--- config.mk ---
export PLATFORM = sky130hd
export DESIGN_NAME = axis_packet_fifo
export DESIGN_NICKNAME = d
export VERILOG_FILES = /design/src/rtl/axis_packet_fifo.sv
export SDC_FILE = /design/constraint.sdc
export NUM_CORES = 1
export LEC_CHECK = 0
export ABC_CLOCK_PERIOD_IN_PS = 3950
export CORE_UTILIZATION = 57
export CTS_CLUSTER_SIZE = 30
export DETAILED_ROUTE_END_ITERATION = 7
export PLACE_DENSITY = 0.83
export SYNTH_ARGS = -nofsm -noshare
export SYNTH_HDL_FRONTEND = slang
export SYNTH_SLANG_ARGS = --single-unit
--- constraint.sdc ---
create_clock -name clk -period 3.95 [get_ports clk]
set_input_delay 0.9875 -clock clk [delete_from_list [all_inputs] [get_ports clk]]
set_output_delay 0.9875 -clock clk [all_outputs]
set_load 0.005 [all_outputs]
--- src/rtl/axis_packet_fifo.sv ---
// AXI-Stream packet FIFO: first-word-fall-through buffer with packet
// counting, optional store-and-forward release, and an oversize escape
// that drains a packet too long to fit in cut-through fashion.
module axis_packet_fifo #(
  parameter int DATA_W    = 16,
  parameter int DEPTH     = 8,
  parameter int STORE_FWD = 1,
  localparam int AW       = $clog2(DEPTH)
) (
  input  logic              clk,
  input  logic              reset,
  input  logic              s_tvalid,
  output logic              s_tready,
  input  logic [DATA_W-1:0] s_tdata,
  input  logic              s_tlast,
  output logic              m_tvalid,
  input  logic              m_tready,
  output logic [DATA_W-1:0] m_tdata,
  output logic              m_tlast,
  output logic [AW:0]       occupancy,
  output logic [AW:0]       pkt_count,
  output logic              full,
  output logic              empty,
  output logic              oversize_err
);

  localparam logic [AW:0] FULL_LVL = (AW+1)'(DEPTH);

  // {tlast, tdata} per entry; contents are never reset
  logic [DATA_W:0] mem_q [DEPTH];

  logic [AW-1:0] wr_ptr_q, wr_ptr_d;
  logic [AW-1:0] rd_ptr_q, rd_ptr_d;
  logic [AW:0]   occ_q, occ_d;
  logic [AW:0]   pkt_q, pkt_d;
  logic          rel_q, rel_d;
  logic          err_q, err_d;

  logic          push, pop, head_last, trig;

  // Status and handshake, all from registered state (no m_tready -> s_tready path)
  always_comb begin
    full      = (occ_q == FULL_LVL);
    empty     = (occ_q == '0);
    s_tready  = !full;
    head_last = mem_q[rd_ptr_q][DATA_W];
    if (STORE_FWD != 0) m_tvalid = !empty && ((pkt_q != '0) || rel_q);
    else                m_tvalid = !empty;
    m_tdata   = m_tvalid ? mem_q[rd_ptr_q][DATA_W-1:0] : '0;
    m_tlast   = m_tvalid && head_last;
    push      = s_tvalid && s_tready;
    pop       = m_tvalid && m_tready;
    // Full with no complete packet stored can never release on its own
    trig      = (STORE_FWD != 0) && full && (pkt_q == '0);
    occupancy    = occ_q;
    pkt_count    = pkt_q;
    oversize_err = err_q;
  end

  // Next-state for pointers, counters and release/error flags
  always_comb begin
    wr_ptr_d = wr_ptr_q;
    rd_ptr_d = rd_ptr_q;
    occ_d    = occ_q;
    pkt_d    = pkt_q;
    rel_d    = rel_q;
    err_d    = err_q | trig;
    if (push) wr_ptr_d = wr_ptr_q + AW'(1);
    if (pop)  rd_ptr_d = rd_ptr_q + AW'(1);
    case ({push, pop})
      2'b10:   occ_d = occ_q + (AW+1)'(1);
      2'b01:   occ_d = occ_q - (AW+1)'(1);
      default: occ_d = occ_q;
    endcase
    case ({push && s_tlast, pop && head_last})
      2'b10:   pkt_d = pkt_q + (AW+1)'(1);
      2'b01:   pkt_d = pkt_q - (AW+1)'(1);
      default: pkt_d = pkt_q;
    endcase
    // Release ends once the oversize packet's tail leaves
    if (pop && head_last) rel_d = 1'b0;
    else if (trig)        rel_d = 1'b1;
  end

  // State registers with synchronous reset
  always_ff @(posedge clk) begin
    if (reset) begin
      wr_ptr_q <= '0;
      rd_ptr_q <= '0;
      occ_q    <= '0;
      pkt_q    <= '0;
      rel_q    <= 1'b0;
      err_q    <= 1'b0;
    end else begin
      wr_ptr_q <= wr_ptr_d;
      rd_ptr_q <= rd_ptr_d;
      occ_q    <= occ_d;
      pkt_q    <= pkt_d;
      rel_q    <= rel_d;
      err_q    <= err_d;
    end
  end

  // Storage write on accepted beat
  always_ff @(posedge clk) begin
    if (push) mem_q[wr_ptr_q] <= {s_tlast, s_tdata};
  end

endmodule

==> impl_metrics.toml, run 1 <==
[place]
gp_congestion = 0.700
dpl_cell_area_um2 = 6940
numPortBuffers = 50
dpl.cell_count = 519
hpwl_um = 7050
pre_cts_slack_ps = 647

[route]
wl_per_cell_um = 21.5
ant_nets = 0
num_vias = 3221
drc = 0
wirelength_um = 11800
vias_per_cell = 5.85
drt-initial-drc-count = 233
firstDrtPassIters = 4

[sta]
max_slew.worst_pin.slew_ps = 727
timing.final.max_slew_violations = 0
final.min_clock_period_ps = 3650
setup_tns_ps = 0
final.period_utilization = 0.925
relSlewSlack = 0.514
hold_viol = 0
fin_ws_ps = 296
fmax_mhz = 274
rsz0062_at_grt = "false"
setup_violations = 0
skew_ps = 15.8

[clocking]
cts_made_buffers = 17
cts_resized = 0
clk_pin_slew_ps = 60
cts.htree.levels = 4
cts_setup_buffers = 0
cts_buffer_depth = 2
hold_buffers = 0
cts_root_buf = "clkbuf_8"
clock_sinks = 155
worst_skew_pair.late_latency_ps = 530
tritoncts = "done"

[global_routing]
antenna_found_initial = 0
grt_max_degree = 21
grt_pass1_wl_um = 18800
grtUsageTotal = 0.233
grt_pass1_vias = 3390
grt_overflow = 0

[finish]
syn_to_final_growth_pct = 20.7
fillers = 647
diodes = 0
drive_gt1_frac = 0.231
seq_area_um2 = 4470
fin_cells = 551
final_area_um2 = 7520
multi_input_area_um2 = 1670
nets = 431

[yosys]
syn_nets = 364
ys_async_sr_fraction = 0
synth_flop_cell = "edfxtp_1"
ys_warn_count = 0
ys_ff_latch = 155
synth-edff-count = 136
synth_area_um2 = 6230
synthDistinctLibCells = 32
syn-instance-count = 335
synth_area_per_cell_um2 = 18.6
yosysSeqAreaShare = 0.717

[critical_path]
cp_max_fo = 15
cp_data_required_time_ps = 2960
path_class = "register to output pin"
end_kind = "output pin"
startpoint_type = "register"
worstRegToRegCells = 9
crit_arrival_ps = 2670

[floorplan]
core_um2 = 10500
ios = 51
start_util = 0.595
row_count = 37
die_area_um2 = 11400
die_y_um = 107
fp.dieW_um = 107

[power_and_ir_drop]
leakage_nw = 2.48
peakVddDrop_uv = 282
power.density_nw_per_um2 = 496

[min_path]
worst_hold_path_type = "register to register"
hold_depth = 2

[outcome]
status = "finished, final reports clean"

[run]
cap_violations = 0
## critical path: stages, from the launching register on
cell and delay (ps):
dfxtp_2 650, buf_4 290, mux4_2 530, mux2i_1 160, nor2_1 70, clkdlybuf4s50_1 450
## cells in the final DEF (no fill, tap or decap), drive strengths merged
master,count
ha,8
dfxtp,19
nor2,36
nor4bb,2
nand3,4
clkdlybuf4s50,50
o21ai,8
nand2b,2
o211ai,1
edfxtp,136
o31ai,2
clkinv,1
a21oi,6
mux4,34
nor4b,2
clkbuf,25
or4,2
buf,16
or3,3
or4b,1
xor2,9
mux2,2
nor4,1
nor3,5
mux2i,20
nand2,6
nor2b,4
inv,10
## sequential cells by signal (all words and copies together) (netlist names), named ones only
| register | cells |
|---|---|
| rel_q | 1 |
| wr_ptr_q | 3 |
| oversize_err | 1 |
| rd_ptr_q | 3 |
| mem_q | 136 |
| occupancy | 4 |
| pkt_count | 4 |
## cells by family (layout without fill, tap and decap cells)
kind of cell,Yosys count,count (layout),share of synthesized area
adders and majority gates,8,8,0.0161
and+or+nand+nor,68,68,0.0578
DFF,155,155,0.717
xor gates and xnor gates,9,9,0.0127
muxes,56,56,0.159
AOI/OAI and AO/OA,17,17,0.0189
buffers and inverters,22,102,0.0193
## final timing paths
path | from | end | slack (ps)
setup / recovery | register | m_tdata[1] | 300
hold / removal | oversize_err$_SDFF_PP0_ | oversize_err$_SDFF_PP0_ | 480
setup reg to reg | register | pkt_count[3]$_SDFFE_PP0P_ | 850
hold reg to reg | oversize_err$_SDFF_PP0_ | oversize_err$_SDFF_PP0_ | 480
## Yosys cell counts, types with 2 or more instances
master      n  area share
a21oi_1     5      0.0040
buf_2       6      0.0048
buf_6       4      0.0072
clkbuf_1    7      0.0042
dfxtp_1    19       0.061
edfxtp_1  136        0.66
ha_1        8       0.016
inv_1       4      0.0024
mux2_2      2      0.0036
mux2i_1    20       0.032
mux4_2     34        0.12
nand2_1     5      0.0030
nand2b_1    2      0.0020
nand3_1     4      0.0032
nor2_1     36       0.022
nor2b_1     4      0.0040
nor3_1      4      0.0032
nor4b_1     2      0.0028
nor4bb_1    2      0.0032
o21ai_0     6      0.0048
o21ai_2     2      0.0028
o31ai_1     2      0.0024
or3_1       3      0.0030
or4_4       2      0.0036
xor2_1      9       0.013
## metrics by stage
step                      power (mW)  hold WS (ps)  utilization
final                           3.73           479        0.718
after global routing            3.86           495        0.718
after CTS                       3.77           480        0.718
after detailed placement        2.24           464        0.664
after global placement          2.22           452        0.664
after floorplan                 2.09           442            -
## report_power, final
part	switching (mW)	internal [mW]	total (mW)
combinational	0.156	0.174	0.330
sequential	0.0374	1.83	1.87
clock	0.604	0.922	1.53
## routing by layer
| metal | track usage | routed length (µm) | vias up | share of wire |
|---|---|---|---|---|
| li1 | - | - | 1460 | - |
| met1 | 0.294 | 4720 | 1644 | 0.40 |
| met2 | 0.397 | 6360 | 107 | 0.54 |
| met3 | 0.0589 | 657 | 10 | 0.056 |
| met4 | 0.0724 | 86 | 0 | 0.0073 |
| met5 | 0 | 0 | - | 0 |
## area by class of cell
type,instances,share of cell area
multi-input combinational,158,0.222
inverter,4,0.00200
tap,136,0.0226
clock buffer,25,0.0702
timing repair buffer,66,0.0826
clock inverter,7,0.00616
sequential,155,0.594
No activity file was read; power rests on OpenSTA's default activity.
==> run 2, diff against run 1 <==
==> config.mk (replaced) <==
export PLATFORM = sky130hd
export DESIGN_NAME = axis_packet_fifo
export DESIGN_NICKNAME = d
export VERILOG_FILES = /design/src/rtl/axis_packet_fifo.sv
export SDC_FILE = /design/constraint.sdc
export NUM_CORES = 1
export LEC_CHECK = 0
export ABC_CLOCK_PERIOD_IN_PS = 4300
export CORE_UTILIZATION = 30
export CTS_CLUSTER_SIZE = 30
export DETAILED_ROUTE_END_ITERATION = 7
export PLACE_DENSITY = 0.52
export SYNTH_ARGS = -nofsm -noshare
export SYNTH_HDL_FRONTEND = slang
export SYNTH_SLANG_ARGS = --single-unit
==> constraint.sdc (replaced) <==
create_clock -name clk -period 4.3 [get_ports clk]
set_input_delay 1.075 -clock clk [delete_from_list [all_inputs] [get_ports clk]]
set_output_delay 1.075 -clock clk [all_outputs]
set_load 0.005 [all_outputs]
==> run 2 against run 1 <==
  * Total power shrank 5.5%
  * Sequential share of layout area fell by 1.4 points
  * Die area increased by 88%
  * Core utilization down 34 points
  * First-iteration DRC count is 31% lower
  * Global-route usage fell by 11 points
  * Sequential power shrank 9%
  * Clock-buffer cell count down 7
  * Critical path depth unchanged
  * Clock power about the same
  * Final area rose by 2.4%
  * Via count down 2.2%
==> impl_metrics.toml, run 2 (same netlist as run 1, synthesis figures left out) <==
[place]
hpwl_um = 6970
numPortBuffers = 50
dpl_cell_area_um2 = 7090
pre_cts_slack_ps = 918
gp_congestion = 0.716

[critical_path]
ff2ff_setup_slack_ps = 1180
cp_top_family = "buffers and inverters"
worstRegToRegCells = 8
cp-endpoint = "m_tdata[6]"
startpoint_type = "register"
path_class = "register to output pin"
cp.depth = 5
path_cells = "buf_4, mux4_2, mux2i_1, nor2_1, clkdlybuf4s50_1"
end_kind = "output pin"
crit_slowest_cell = "dfxtp_1"
slowest_delay_ps = 620
rr_endpoint = "pkt_count[3]$_SDFFE_PP0P_"
worst-path-buf-inv = 2
cp_max_fo = 26
cp_data_required_time_ps = 3220
crit_arrival_ps = 2590

[sta]
max_slew.worst_pin.slew_ps = 762
setup_tns_ps = 0
timing.final.max_slew_violations = 0
relSlewSlack = 0.490
rsz0062_at_grt = "false"
skew_ps = 12.3
hold_viol = 0
final.min_clock_period_ps = 3670
fin_ws_ps = 630
fmax_mhz = 273
hold_ws_ps = 465
final.period_utilization = 0.853
setup_violations = 0

[global_routing]
grt_max_degree = 34
grtUsageTotal = 0.125
grt_pass1_wl_um = 19700
grt_pass1_vias = 3473
antenna_found_initial = 1
grt_overflow = 0

[route]
drc = 0
dr.max_layer_used = "met5"
met3WireLength_um = 491
wl_per_cell_um = 18.0
vias_per_cell = 4.63
wl_met2_um = 5810
firstDrtPassIters = 4
m1WireLength_um = 5850
num_vias = 3150
wirelength_um = 12300
ant_nets = 0
drt-initial-drc-count = 160

[min_path]
worst_hold_path_type = "register to register"

[finish]
final_area_um2 = 7700
syn_to_final_growth_pct = 23.6
nets = 427
layout_common_cells = "136 x edfxtp_1, 50 x clkdlybuf4s50_1, 36 x nor2_1"
layout_commonest_cell = "edfxtp_1"
regMostFlops = "mem_q"
drive_gt1_frac = 0.229
diodes = 0
largest_register_ffs = 136

[power_and_ir_drop]
internal-power_mw = 2.72
power_frac_seq = 0.485
p_sw_mw = 0.801
leakage_nw = 2.46
power.density_nw_per_um2 = 458
clkPwrFrac = 0.428
peakVddDrop_uv = 272
switching_share = 0.227
finalPower_mw = 3.52
combPwrFrac = 0.087

[run]
cap_violations = 0

[floorplan]
start_util = 0.307
row_count = 52
core_um2 = 20300
fp.dieW_um = 146
die_area_um2 = 21300
die_y_um = 146
ios = 51

[clocking]
worst_skew_pair.late_latency_ps = 420
cts_root_buf = "clkbuf_16"
cts.htree.levels = 4
cts_buffer_depth = 2
tritoncts = "done"
cts_made_buffers = 17
clk_pin_slew_ps = 60
cts_resized = 0
hold_buffers = 0
clock_sinks = 155
cts_setup_buffers = 0

[outcome]
status = "finished, final reports clean"
[run 2: routing by layer]
metal  up-vias  GRT usage
met1      1619      0.166
li1       1448          -
met5         -          0
met3        11     0.0350
met2        70      0.200
met4         2     0.0375
[run 2: how the worst min path moves through the flow]
stage	start	to	slack, ps	cells after the start
after global placement	rd_ptr_q[2]$_SDFFE_PP0P_	rd_ptr_q[2]$_SDFFE_PP0P_	460	2
final	rd_ptr_q[2]$_SDFFE_PP0P_	register	460	2
after detailed placement	rd_ptr_q[2]$_SDFFE_PP0P_	register	460	2
after global routing	rd_ptr_q[2]$_SDFFE_PP0P_	rd_ptr_q[2]$_SDFFE_PP0P_	500	2
after CTS	rd_ptr_q[2]$_SDFFE_PP0P_	rd_ptr_q[2]$_SDFFE_PP0P_	470	2
after floorplan	rd_ptr_q[2]$_SDFFE_PP0P_	register	440	2
[run 2: worst min-delay path: stages (launching register included)]
cell and delay (ps):
dfxtp_1 310, o21ai_2 60, a21oi_2 50
[run 2: cell type report]
cell class,count,area (µm²)
Clock buffer,18,429
Timing Repair Buffer,62,603
Fill cell,1904,12600
Sequential cell,155,4470
Multi-Input combinational cell,158,1670
Tap cell,270,338
Clock inverter,14,175
Inverter,4,15.0
[run 2: power by group through the flow]
stage          registers (mW)  logic (mW)  clock network (mW)
6_report                 1.71       0.306                1.51
5_1_grt                  1.72       0.340                1.61
4_1_cts                  1.71       0.315                1.54
3_5_place_dp             1.74       0.314                   0
3_3_place_gp             1.74       0.310                   0
2_1_floorplan            1.74       0.183                   0
[run 2: per-stage QoR]
step           cells   util
2_1_floorplan    335      -
3_3_place_gp     649  0.349
3_5_place_dp     649  0.349
4_1_cts          681  0.379
5_1_grt          681  0.379
6_report         681  0.379
==> patch 1 (config.mk and constraints of run 1) <==
`pkt_q` no longer has a reset.
--- a/src/rtl/axis_packet_fifo.sv
+++ b/src/rtl/axis_packet_fifo.sv
@@ -90,3 +90,2 @@
       occ_q    <= '0;
-      pkt_q    <= '0;
       rel_q    <= 1'b0;
@@ -97,3 +96,2 @@
       occ_q    <= occ_d;
-      pkt_q    <= pkt_d;
       rel_q    <= rel_d;
@@ -101,2 +99,6 @@
     end
+  end
+
+  always_ff @(posedge clk) begin
+    pkt_q <= pkt_d;
   end
Check against the original RTL: not equivalent (Yosys sat finds a counterexample within 4 cycles, from zero or initial values and one cycle with reset high).
==> patch 1 against run 1 <==
Worst setup slack improved by 14 ps; global-route usage increased by 0.27 points; area after synthesis decreased by 0.76%; wire length increased by 1.7%; sequential cell count unchanged; count of clock-buffer cells in the layout increased by 2; cell area increased by 0.68%; sequential share of layout area increased by 0.13 points; cell count decreased by 2.0%; fmax increased by 0.39%; utilization increased by 0.81 points; hold slack improved by 9.1 ps.
Power is not compared: it rests on default switching activity, and its combinational part moved more than twofold at a synthesized area within 25%.
==> patch 1: results (changes against run 1) <==
- # fillers: 631 (was 647)
- Post-cts sizing count: 0 (unchanged)
- Gr usage total: 23.5% (was 23.3%)
- Post-DP HPWL: 6600 um (was 7050 um)
- Vias in the first global route: 3352 (was 3390)
- Crit path max fanout: 20 (was 15)
- Routed wire length: 12000 um (was 11800 um)
- Outcome: finished, final reports clean (unchanged)
- Largest net degree at the start of global routing: 34 (was 21)
- Vias per cell: 5.94 (was 5.85)
- Synth top cells by count: edfxtp_1, mux4_2, nor2_1 (was edfxtp_1, nor2_1, mux4_2)
- Post-synth EDFFs: 140 (was 136)
- Top FF cell, synth: edfxtp_1 (unchanged)
- GP Congestion: 0.760 (was 0.700)
- Post-placement cell count: 508 (was 519)
- Number of DRC markers in iteration 0: 226 (was 233)
- Syn_nets: 353 (was 364)
- Share of cells above drive strength 1: 22.8% (was 23.1%)
- Global-route wire length before repair: 18600 um (was 18800 um)
- Avg Inst Size Synth: 19.1 um2 (was 18.6 um2)
- Clock Skew: 6.17 ps (was 15.8 ps)
- Fin area: 7570 um2 (was 7520 um2)
- Placed inst area: 6910 um2 (was 6940 um2)
- Yosys cell types: 34 (was 32)
- Relative max-transition margin: 63.8% (was 51.4%)
- Largest cells by area after synthesis: edfxtp_1, mux4_2, dfxtp_1, mux2i_1, nor2_1 (unchanged)
- Via count: 3205 (was 3221)
- Post-layout net count: 420 (was 431)
- Data arrival time of the worst path: 2650 ps (was 2670 ps)
patch 1: cell types whose count changed after synthesis, moves of 3 or more:
cell / change
dfxtp_1: -4
edfxtp_1: +4
buf_1: +3
clkbuf_1: -5
o21ai_0: -5
nor2_1: -3
patch 1: final cells by class:
| class | count | share of cell area [%] |
|---|---|---|
| clock buffers | 27 | 7.92 |
| clock inverters | 5 | 0.777 |
| inverters | 6 | 0.298 |
| multi-input cells | 148 | 21.2 |
| flip-flops and latches | 155 | 59.5 |
| well taps | 136 | 2.25 |
| repair buffers | 63 | 8.07 |
patch 1: critical path: stages, from the launching register on:
cell and delay, ps:
edfxtp_1 480, or4_4 620, o21ai_2 130, buf_4 300
nor2_1 110, clkdlybuf4s50_1 490
patch 1: per-stage QoR:
stage	setup WS (ps)	hold slack, ps
after floorplan	794	441
after global placement	884	456
after detailed placement	798	464
after CTS	264	490
after global routing	186	531
final	310	488
patch 1: kinds of logic after synthesis:
group | after synthesis | share of synthesized area, %
DFF | 155 | 72.9
xor gates and xnor gates | 10 | 1.42
muxes | 55 | 15.8
adders and majority gates | 8 | 1.62
AOI/OAI and AO/OA | 14 | 1.72
buffers and inverters | 21 | 1.66
and+or+nand+nor | 61 | 4.90
patch 1: routing by layer:
layer | up-vias | routed length, um | global-route usage [%]
met1 | 1622 | 4820 | 29.9
met3 | 17 | 912 | 6.50
li1 | 1419 | - | -
met4 | 0 | 178 | 10.2
met5 | - | 0 | 0
met2 | 147 | 6120 | 38.3
patch 1: report_power, final:
part | internal, mW | total, mW | switching (mW)
sequential | 1.96 | 2.06 | 0.101
combinational | 0.784 | 1.45 | 0.663
clock | 1.10 | 1.71 | 0.612
patch 1: path summary, 6_finish.rpt:
kind / cells after the start / to / slack [ps]
min reg2reg: 2 / oversize_err / 490
min: 2 / oversize_err / 490
max: 5 / m_tdata[4] / 310
max reg2reg: 9 / pkt_count[3] / 1110
==> patch 2 (config.mk and constraints of run 1) <==
Without the edit above. `DEPTH`: 8 -> 4.
--- a/src/rtl/axis_packet_fifo.sv
+++ b/src/rtl/axis_packet_fifo.sv
@@ -5,3 +5,3 @@
   parameter int DATA_W    = 16,
-  parameter int DEPTH     = 8,
+  parameter int DEPTH     = 4,
   parameter int STORE_FWD = 1,
Ports: changed (resized occupancy and pkt_count); port bits go from 51 to 49. No check against the original RTL was run, so the function may have changed too.
==> patch 2 against run 1 <==
Hold slack gained 8.0 ps; cell area is 46% lower; worst setup slack improved by 280 ps; sequential cell count down 73; cell count is 42% lower; count of clock-buffer cells in the layout decreased by 16; register-to-register slack gained 460 ps; area after synthesis is 46% lower; wire length shrank 53%; clock skew fell by 12 ps; power down 52%; non-clock buffer count shrank 16; critical endpoint is now m_tdata[0]; largest cell class unchanged.
==> patch 2: results (changes against run 1) <==
- Outcome: finished, final reports clean (unchanged)
- Crit path max fanout: 18 (was 15)
- Final period util: 85.3% (was 92.5%)
- Seq/Total Area, Yosys: 68.8% (was 71.7%)
- R2R cell count: 8 (was 9)
- Leakage: 1.36 nW (was 2.48 nW)
- R2r setup slk: 1310 ps (was 850 ps)
- Met3 wire len: 175 um (was 657 um)
- Synth Area in Compound Gates: 2.00% (was 1.89%)
- Vias in the first global route: 1733 (was 3390)
- GR Util met1: 24.1% (was 29.4%)
- # H-tree levels: 3 (was 4)
- Post-synthesis mux area share: 13.0% (was 15.9%)
- Switch share: 24.0% (was 21.4%)
- Number of flip-flops in the largest register: 68 (was 136)
- Clock Skew: 4.20 ps (was 15.8 ps)
- Via count: 1757 (was 3221)
- Yosys cell types: 34 (was 32)
- Critical R2R Capture: pkt_count[2] (was pkt_count[3])
- Share of cells above drive strength 1: 14.1% (was 23.1%)
- Avg Inst Size Synth: 17.8 um2 (was 18.6 um2)
- Uppermost layer routed: met4 (unchanged)
- VDD IR max: 0.254 mV (was 0.282 mV)
- Post-placement cell count: 304 (was 519)
- CP Launch Point: pkt_count[2]
- Worst skew pair latency: 340 ps (was 530 ps)
- Total CTS buffers: 9 (was 17)
- Met2 Routed Length: 2920 um (was 6360 um)
- Worst Tran Pin Value: 873 ps (was 727 ps)
- Syn_nets: 219 (was 364)
- Routed wire length: 5610 um (was 11800 um)
- Synth top cells by count: edfxtp_1, nor2b_1, dfxtp_1 (was edfxtp_1, nor2_1, mux4_2)
- CTS clk-pin slew, worst paths: 80 ps (was 60 ps)
- Post-Synth XOR/XNOR Area: 1.04% (was 1.27%)
- Post-layout net count: 272 (was 431)
- GRT met3 Usage: 3.68% (was 5.89%)
- GP Congestion: 0.732 (was 0.700)
- Largest cells by area after synthesis: edfxtp_1, dfxtp_1, mux4_2, mux4_1, nor2b_1 (was edfxtp_1, mux4_2, dfxtp_1, mux2i_1, nor2_1)
- Post-synth EDFFs: 68 (was 136)
- Number of DRC markers in iteration 0: 115 (was 233)
- CP top delay family: simple AND/OR/NAND/NOR gates (was buffers and inverters)
- Largest net degree at the start of global routing: 19 (was 21)
- Comb power frac: 14.3% (was 8.8%)
- DRT met1 WL: 2360 um (was 4720 um)
- Internal power: 1.35 mW (was 2.93 mW)
- Global-route wire length before repair: 8690 um (was 18800 um)
- Gr usage total: 19.9% (was 23.3%)
- Sequential cell power: 1.01 mW (was 1.87 mW)
- Cell at the slowest stage of the critical path: or2_1 (was dfxtp_2)
- Met2 Track Usage GR: 33.5% (was 39.7%)
- Port bufs: 48 (was 50)
- Adder-cell share of the synthesized area: 3.41% (was 1.61%)
- Data arrival time of the worst path: 2380 ps (was 2670 ps)
- Routed WL per cell: 17.5 um (was 21.5 um)
- Crit path capture: m_tdata[0] (was m_tdata[1])
patch 2: kinds of logic (layout without fill, tap and decap cells):
family                     after synthesis  count (layout)
AOI/OAI and AO/OA                       13              13
xor gates and xnor gates                 4               4
adders and majority gates                8               8
buffers and inverters                   18              76
DFF                                     82              82
muxes                                   20              20
and+or+nand+nor                         45              45
patch 2: per-stage QoR:
step	util [%]	setup slack, ps	instance area (um2)	hold slack (ps)
2_1_floorplan	-	1310	3370	453
3_3_place_gp	69.5	746	3900	454
3_5_place_dp	69.5	656	3900	475
4_1_cts	72.5	522	4070	495
5_1_grt	72.5	440	4070	510
6_report	72.5	580	4070	487
patch 2: cell type report:
| cell class | count | area [um2] |
|---|---|---|
| Clock buffer | 9 | 124 |
| Sequential cell | 82 | 2320 |
| Tap cell | 72 | 90.1 |
| Clock inverter | 7 | 45.0 |
| Inverter | 10 | 37.5 |
| Fill cell | 356 | 1540 |
| Timing Repair Buffer | 50 | 495 |
| Multi-Input combinational cell | 90 | 953 |
